### src/rtl/cpu_pkg.sv
// cpu_pkg
//   Shared front-end definitions used by the fetch PC sequencer and the
//   modules around it.
//   Contents:
//     ADDR_W     instruction address width (also the return-stack entry width)
//     RAS_DEPTH  return-address stack depth
//     RESET_PC   fetch address loaded while reset is asserted
//     addr_t     instruction address type
//     pcseq_state_e  sequencer FSM state (RUN / RET_WAIT)
package cpu_pkg;

    localparam int ADDR_W    = 12;
    localparam int RAS_DEPTH = 8;

    typedef logic [ADDR_W-1:0] addr_t;

    localparam addr_t RESET_PC = '0;

    // RUN      : normal sequential / redirected fetch
    // RET_WAIT : one bubble cycle while the popped return address is applied
    typedef enum logic {
        RUN      = 1'b0,
        RET_WAIT = 1'b1
    } pcseq_state_e;

endpackage

### src/rtl/ras_occupancy_ctr.sv
// ras_occupancy_ctr
//   Saturating up/down counter tracking how many entries the return-address
//   stack holds. Increments on a push, decrements on a pop, sticks at 0 and at
//   DEPTH. A push into a full stack overwrites the oldest entry, so the count
//   stays at DEPTH.
//   Ports:
//     clk      in   clock, rising edge
//     rst_n    in   asynchronous active-low reset (count -> 0)
//     inc_i    in   push issued this cycle
//     dec_i    in   pop issued this cycle
//     count_o  out  current occupancy, $clog2(DEPTH)+1 bits
//     empty_o  out  occupancy == 0
//     full_o   out  occupancy == DEPTH
module ras_occupancy_ctr #(
    parameter int DEPTH = 8,
    parameter int CW    = $clog2(DEPTH) + 1
) (
    input  logic          clk,
    input  logic          rst_n,
    input  logic          inc_i,
    input  logic          dec_i,
    output logic [CW-1:0] count_o,
    output logic          empty_o,
    output logic          full_o
);

    localparam logic [CW-1:0] FULL_VAL = CW'(DEPTH);
    localparam logic [CW-1:0] ONE      = CW'(1);

    logic [CW-1:0] count_q;
    logic [CW-1:0] count_d;

    assign empty_o = (count_q == '0);
    assign full_o  = (count_q == FULL_VAL);
    assign count_o = count_q;

    // Push and pop are never issued together by the sequencer; if they were,
    // the count is left unchanged.
    always_comb begin
        count_d = count_q;
        if (inc_i && !dec_i && !full_o) begin
            count_d = count_q + ONE;
        end else if (dec_i && !inc_i && !empty_o) begin
            count_d = count_q - ONE;
        end
    end

    always_ff @(posedge clk or negedge rst_n) begin
        if (!rst_n) begin
            count_q <= '0;
        end else begin
            count_q <= count_d;
        end
    end

endmodule

### src/rtl/fetch_pc_sequencer.sv
// fetch_pc_sequencer
//   Front-end next-PC generator sitting directly upstream of the
//   return-address stack (RAS). Each cycle it selects the next fetch address
//   and issues single-cycle push (CALL) / pop (RET) pulses to the stack.
//   Next-PC priority in RUN: execute redirect > decoded RET > decoded CALL >
//   sequential pc+1. A RET pops the stack, inserts one bubble (RET_WAIT) and
//   then fetches from the captured top-of-stack value.
//
//   Optional feature, macro FETCH_RAS_GUARD_EN:
//     defined   -> stack occupancy is tracked; a RET on an empty stack does
//                  not pop and falls through to dec_pc+1; a CALL on a full
//                  stack still pushes and pulses ras_ovf. Adds ports ras_ovf
//                  and dbg_occ.
//     undefined -> every RET pops unconditionally; no counter, no ras_ovf.
//
//   Ports:
//     clk            in   clock, rising edge
//     rst_n          in   asynchronous active-low reset
//     stall          in   hold pc/pc_valid/state, suppress push/pop
//     ex_redirect    in   execute-stage redirect (always taken, even stalled)
//     ex_target      in   redirect target
//     dec_call       in   decoded CALL at dec_pc
//     dec_ret        in   decoded RET
//     dec_pc         in   address of the decoded instruction
//     dec_target     in   CALL target
//     ras_addr_in    in   stack top-of-stack, valid while ras_pop=1
//     pc             out  current fetch address (registered)
//     pc_valid       out  pc is a real fetch, 0 = bubble (registered)
//     ras_push       out  push pulse
//     ras_push_addr  out  return address dec_pc+1, 0 when no push
//     ras_pop        out  pop pulse
//     dbg_state      out  FSM state
//     ras_ovf        out  push into a full stack (guard build only)
//     dbg_occ        out  stack occupancy (guard build only)
//
//   Handshake: ras_push/ras_pop are combinational single-cycle commands with
//   no back-pressure; the stack accepts them on the rising edge that ends the
//   cycle. ras_addr_in is sampled on that same edge when ras_pop=1.
module fetch_pc_sequencer
    import cpu_pkg::*;
#(
    parameter int                ADDR_W    = cpu_pkg::ADDR_W,
    parameter int                RAS_DEPTH = cpu_pkg::RAS_DEPTH,
    parameter logic [ADDR_W-1:0] RESET_PC  = ADDR_W'(cpu_pkg::RESET_PC)
) (
    input  logic                        clk,
    input  logic                        rst_n,
    input  logic                        stall,
    input  logic                        ex_redirect,
    input  logic [ADDR_W-1:0]           ex_target,
    input  logic                        dec_call,
    input  logic                        dec_ret,
    input  logic [ADDR_W-1:0]           dec_pc,
    input  logic [ADDR_W-1:0]           dec_target,
    input  logic [ADDR_W-1:0]           ras_addr_in,
    output logic [ADDR_W-1:0]           pc,
    output logic                        pc_valid,
    output logic                        ras_push,
    output logic [ADDR_W-1:0]           ras_push_addr,
    output logic                        ras_pop,
`ifdef FETCH_RAS_GUARD_EN
    output logic                        ras_ovf,
    output logic [$clog2(RAS_DEPTH):0]  dbg_occ,
`endif
    output pcseq_state_e                dbg_state
);

    localparam logic [ADDR_W-1:0] PC_ONE = ADDR_W'(1);

    pcseq_state_e      state_q, state_d;
    logic [ADDR_W-1:0] pc_q, pc_d;
    logic              pc_valid_q, pc_valid_d;
    logic [ADDR_W-1:0] ret_tgt_q, ret_tgt_d;

    logic              take_dec;   // decode events may act this cycle
    logic              ret_ok;     // a decoded RET is allowed to pop
    logic              push_c;
    logic              pop_c;
    logic              ret_fall;   // RET on empty stack: fall through
    logic [ADDR_W-1:0] ret_addr;   // dec_pc + 1, wraps

    assign ret_addr = dec_pc + PC_ONE;

    // Decode events only count in RUN once the first post-reset fetch is out
    // (pc_valid_q=0 in RUN only happens right after reset), and only when
    // neither a stall nor a redirect overrides them.
    assign take_dec = (state_q == RUN) && pc_valid_q && !stall && !ex_redirect;

`ifdef FETCH_RAS_GUARD_EN
    logic ras_empty;
    logic ras_full;

    ras_occupancy_ctr #(
        .DEPTH (RAS_DEPTH)
    ) u_occ (
        .clk     (clk),
        .rst_n   (rst_n),
        .inc_i   (push_c),
        .dec_i   (pop_c),
        .count_o (dbg_occ),
        .empty_o (ras_empty),
        .full_o  (ras_full)
    );

    assign ret_ok   = dec_ret && !ras_empty;
    assign ret_fall = take_dec && dec_ret && ras_empty;
    assign ras_ovf  = push_c && ras_full;
`else
    assign ret_ok   = dec_ret;
    assign ret_fall = 1'b0;
`endif

    // RET wins over a simultaneous CALL, so a CALL never pushes alongside a RET.
    assign pop_c  = take_dec && ret_ok;
    assign push_c = take_dec && dec_call && !dec_ret;

    assign ras_pop       = pop_c;
    assign ras_push      = push_c;
    assign ras_push_addr = push_c ? ret_addr : '0;

    assign pc        = pc_q;
    assign pc_valid  = pc_valid_q;
    assign dbg_state = state_q;

    always_comb begin
        state_d    = state_q;
        pc_d       = pc_q;
        pc_valid_d = pc_valid_q;
        ret_tgt_d  = ret_tgt_q;

        if (ex_redirect) begin
            // A redirect is never lost: taken under stall and in RET_WAIT.
            // A pop already issued stays committed on the stack side.
            pc_d       = ex_target;
            pc_valid_d = 1'b1;
            state_d    = RUN;
        end else if (!stall) begin
            unique case (state_q)
                RUN: begin
                    if (!pc_valid_q) begin
                        // First cycle out of reset: fetch RESET_PC itself.
                        pc_valid_d = 1'b1;
                    end else if (pop_c) begin
                        ret_tgt_d  = ras_addr_in;
                        pc_valid_d = 1'b0;
                        state_d    = RET_WAIT;
                    end else if (ret_fall) begin
                        pc_d = ret_addr;
                    end else if (push_c) begin
                        pc_d = dec_target;
                    end else begin
                        pc_d = pc_q + PC_ONE;
                    end
                end
                RET_WAIT: begin
                    pc_d       = ret_tgt_q;
                    pc_valid_d = 1'b1;
                    state_d    = RUN;
                end
                default: begin
                    state_d = RUN;
                end
            endcase
        end
    end

    always_ff @(posedge clk or negedge rst_n) begin
        if (!rst_n) begin
            state_q    <= RUN;
            pc_q       <= RESET_PC;
            pc_valid_q <= 1'b0;
            ret_tgt_q  <= '0;
        end else begin
            state_q    <= state_d;
            pc_q       <= pc_d;
            pc_valid_q <= pc_valid_d;
            ret_tgt_q  <= ret_tgt_d;
        end
    end

endmodule

### config.mk
export PLATFORM = sky130hd
export DESIGN_NAME = fetch_pc_sequencer
export DESIGN_NICKNAME = d
export VERILOG_FILES = /design/src/rtl/cpu_pkg.sv /design/src/rtl/ras_occupancy_ctr.sv /design/src/rtl/fetch_pc_sequencer.sv
export SDC_FILE = /design/constraint.sdc
export NUM_CORES = 1
export LEC_CHECK = 0
export ABC_AREA = 1
export BUFFER_PORTS_ARGS = -buffer_cell sky130_fd_sc_hd__buf_2
export CORE_AREA = 3 3 68 70
export CTS_CLUSTER_SIZE = 8
export DETAILED_ROUTE_END_ITERATION = 8
export DIE_AREA = 0 0 71 73
export GPL_TIMING_DRIVEN = 0
export PLACE_DENSITY = 0.87
export SYNTH_ARGS = -nofsm -noshare
export SYNTH_HDL_FRONTEND = slang
export SYNTH_SLANG_ARGS = --single-unit
### constraint.sdc
create_clock -name clk -period 1.64 [get_ports clk]
set_input_delay 0.246 -clock clk [delete_from_list [all_inputs] [get_ports clk]]
set_output_delay 0.246 -clock clk [all_outputs]
set_load 0.02 [all_outputs]
==> flow_metrics.env <==
export IMPL_drt_pass1_iter_count=5
export IMPL_ir_drop_v=0.000500
export IMPL_synthCells=302
export IMPL_startpoint="dbg_state$_DFFE_PN0P_"
export IMPL_status="finished with violations"
export IMPL_min_to="ret_tgt_q[3]$_DFFE_PN0P_"
export IMPL_grt_max_degree=27
export IMPL_antenna_found_initial=0
export IMPL_synth_area_leader_cell="dfrtp_1"
export IMPL_diodes=0
export IMPL_fin_crit_sh_pct=107
export IMPL_tightest_slew_ns=0.586
export IMPL_grt_setup_unrepaired="true"
export IMPL_fillers=316
export IMPL_leakage_nw=1.56
export IMPL_powerDensity_nw_per_um2=760
export IMPL_fin_hold_ws_ns=0.161
export IMPL_ys_seq_area_share_pct=33.9
export IMPL_min_path_cells=3
export IMPL_postRouteAntennaNets=0
export IMPL_drc=0
export IMPL_final_hold_viol_count=0
export IMPL_clockBufferDepth=2
export IMPL_hold_start="ras_addr_in[3]"
export IMPL_cts_buffers=3
export IMPL_drt_iter0_drc=343
export IMPL_slew_viol_final=0
export IMPL_placed_cell_area_um2=2420
export IMPL_slew_headroom_pct=60.9
export IMPL_grt_pass1_vias=2248
export IMPL_violations="setup timing"
export IMPL_setup_violations_final=18
export IMPL_ys_types=30
export IMPL_dieArea_um2=5180
export IMPL_crit_path_max_fanout=5
export IMPL_clkLatencyLatePin_ns=0.28
export IMPL_fin_cells=463
export IMPL_fin_util_pct=71.6
export IMPL_place_ws_ns=-0.337
export IMPL_layout_nets=470
export IMPL_vias=2471
export IMPL_initial_utilization_pct=47.7
export IMPL_overflow=0
export IMPL_viasPerCell=5.34
export IMPL_r2r_cells=11
export IMPL_yosysWarnings=0
export IMPL_die_w_um=71
export IMPL_synth_area_leaders="dfrtp_1, nand2_1, nor2_1"
export IMPL_rrSetupSlack_ns=-0.05
export IMPL_std_cell_rows=23
export IMPL_fin_crit_ns=1.76
export IMPL_endpoint_kind="output pin"
export IMPL_start_kind="register"
export IMPL_final_common_cell="nand2_1"
export IMPL_dp_cells=433
export IMPL_reg2reg_from="dbg_state$_DFFE_PN0P_"
export IMPL_syn_nets=358
export IMPL_cts_sinks=26
export IMPL_synth_ff_latch_count=26
export IMPL_synth_area_per_cell_um2=6.36
export IMPL_port_buffers=81
export IMPL_drive_above_1_share_pct=36.8
export IMPL_grt_pass1_wl_mm=9.94
export IMPL_area_delta_synth_final_pct=50.1
export IMPL_hold_path_class="in2reg"
export IMPL_die_h_um=73
export IMPL_clock_skew_ns=0.00928
export IMPL_drt_wl_total_mm=6.99
export IMPL_cap_violations=0
export IMPL_cts_tree="yes"
export IMPL_netlist_area_leader_share_pct=33.9
export IMPL_synth_area_um2=1920
export IMPL_cp_required_ns=1.39
export IMPL_cts_root_buf="clkbuf_8"
export IMPL_core_um2=4030
export IMPL_cts_clk_slew_worst_paths_ns=0.10
export IMPL_hpwl_mm=4.33
export IMPL_final_cell_mix="nand2_1, buf_2, nor2_1"
export IMPL_grt_usage_pct=23.9
export IMPL_path_class="reg2out"
export IMPL_fin_ws_ns=-0.122
export IMPL_final_cell_area_um2=2880
export IMPL_io_pin_count=82
export IMPL_gp_congestion=0.884
export IMPL_wire_per_inst_um=15.1
export IMPL_timing_rr_end="pc[10]$_DFFE_PN0P_"
export IMPL_fmax_ghz=0.567
export IMPL_worstPathArrival_ns=1.52
export IMPL_cts_max_level=1
worst max-delay path by stage:
| stage | cells past startpoint | to | slack (ns) |
|---|---|---|---|
| 2_1_floorplan | 4 | ras_push_addr[8] | -0.08 |
| 3_3_place_gp | 10 | ras_push_addr[10] | -0.21 |
| 3_5_place_dp | 10 | ras_push_addr[10] | -0.34 |
| 4_1_cts | 6 | ras_push_addr[3] | -0.08 |
| 5_1_grt | 6 | ras_push_addr[4] | -0.19 |
| 6_report | 6 | ras_push_addr[2] | -0.12 |
through the flow:
stage / TNS (ns) / power (mW)
after floorplan: -0.276 / 1.37
after global routing: -2.55 / 2.31
after CTS: -0.460 / 2.04
after detailed placement: -0.999 / 1.64
after global placement: -0.686 / 1.61
final: -1.04 / 2.19
kinds of logic after synthesis:
| group | synth area share, % |
|---|---|
| DFF | 33.9 |
| xor gates and xnor gates | 3.19 |
| adders and majority gates | 1.30 |
| AOI/OAI and AO/OA | 8.99 |
| and+or+nand+nor | 45.8 |
| buffers and inverters | 6.84 |
report_power, final:
part           internal [mW]  switching (mW)
Clock                  0.174           0.214
Sequential             0.768           0.144
Combinational          0.363           0.527
Total                   1.30           0.885
cell type report:
cell class                 count  area, µm²  area share, %
tap                           50       62.6           2.17
clock buffer                   4       45.0           1.56
buffer                         9       72.6           2.52
sequential                    26        653           22.7
multi-input combinational    247       1270           44.2
timing repair buffer         108        701           24.3
inverter                      19       73.8           2.56
synthesized netlist by cell type:
master	number
a211oi_1	1
a21oi_1	15
buf_1	1
buf_2	6
buf_6	2
clkbuf_1	1
dfrtp_1	26
ha_1	2
inv_1	17
inv_2	2
nand2_1	127
nand2_4	1
nand2b_1	1
nand3_1	13
nand3b_1	4
nand4_1	1
nand4_4	1
nor2_1	55
nor2_2	2
nor2_4	1
nor2_8	1
nor3_1	1
nor3b_1	1
o211ai_4	1
o21a_1	1
o21ai_0	7
o21bai_1	1
o22ai_1	3
xnor2_1	3
xor2_1	4
per-layer routing:
layer | wire length, µm | up-vias | GRT usage, %
li1 | - | 1164 | -
met5 | 0 | - | 0
met4 | 277 | 0 | 7.10
met1 | 2610 | 1096 | 28.0
met3 | 619 | 30 | 2.75
met2 | 3480 | 181 | 45.3
state kept, by name, summed over array words and instances (netlist names):
signal     count
pc            12
pc_valid       1
dbg_state      1
ret_tgt_q     12
timing repair:
item	in CTS	in global routing
gates resized for setup	29	35
cloned	0	2
setup buffers	11	13
setup endpoints to repair	14	23
hold endpoints to repair	26	0
hold buffers	1	0
pin swaps	11	10
critical path: stages (launching register included):
cell and delay (ns):
dfrtp_1 0.42, nor2_4 0.16, nand2_4 0.09, nor2_4 0.17, o21ai_1 0.11, a21oi_2 0.14
buf_6 0.14
Power figures use the tool's default switching activity.
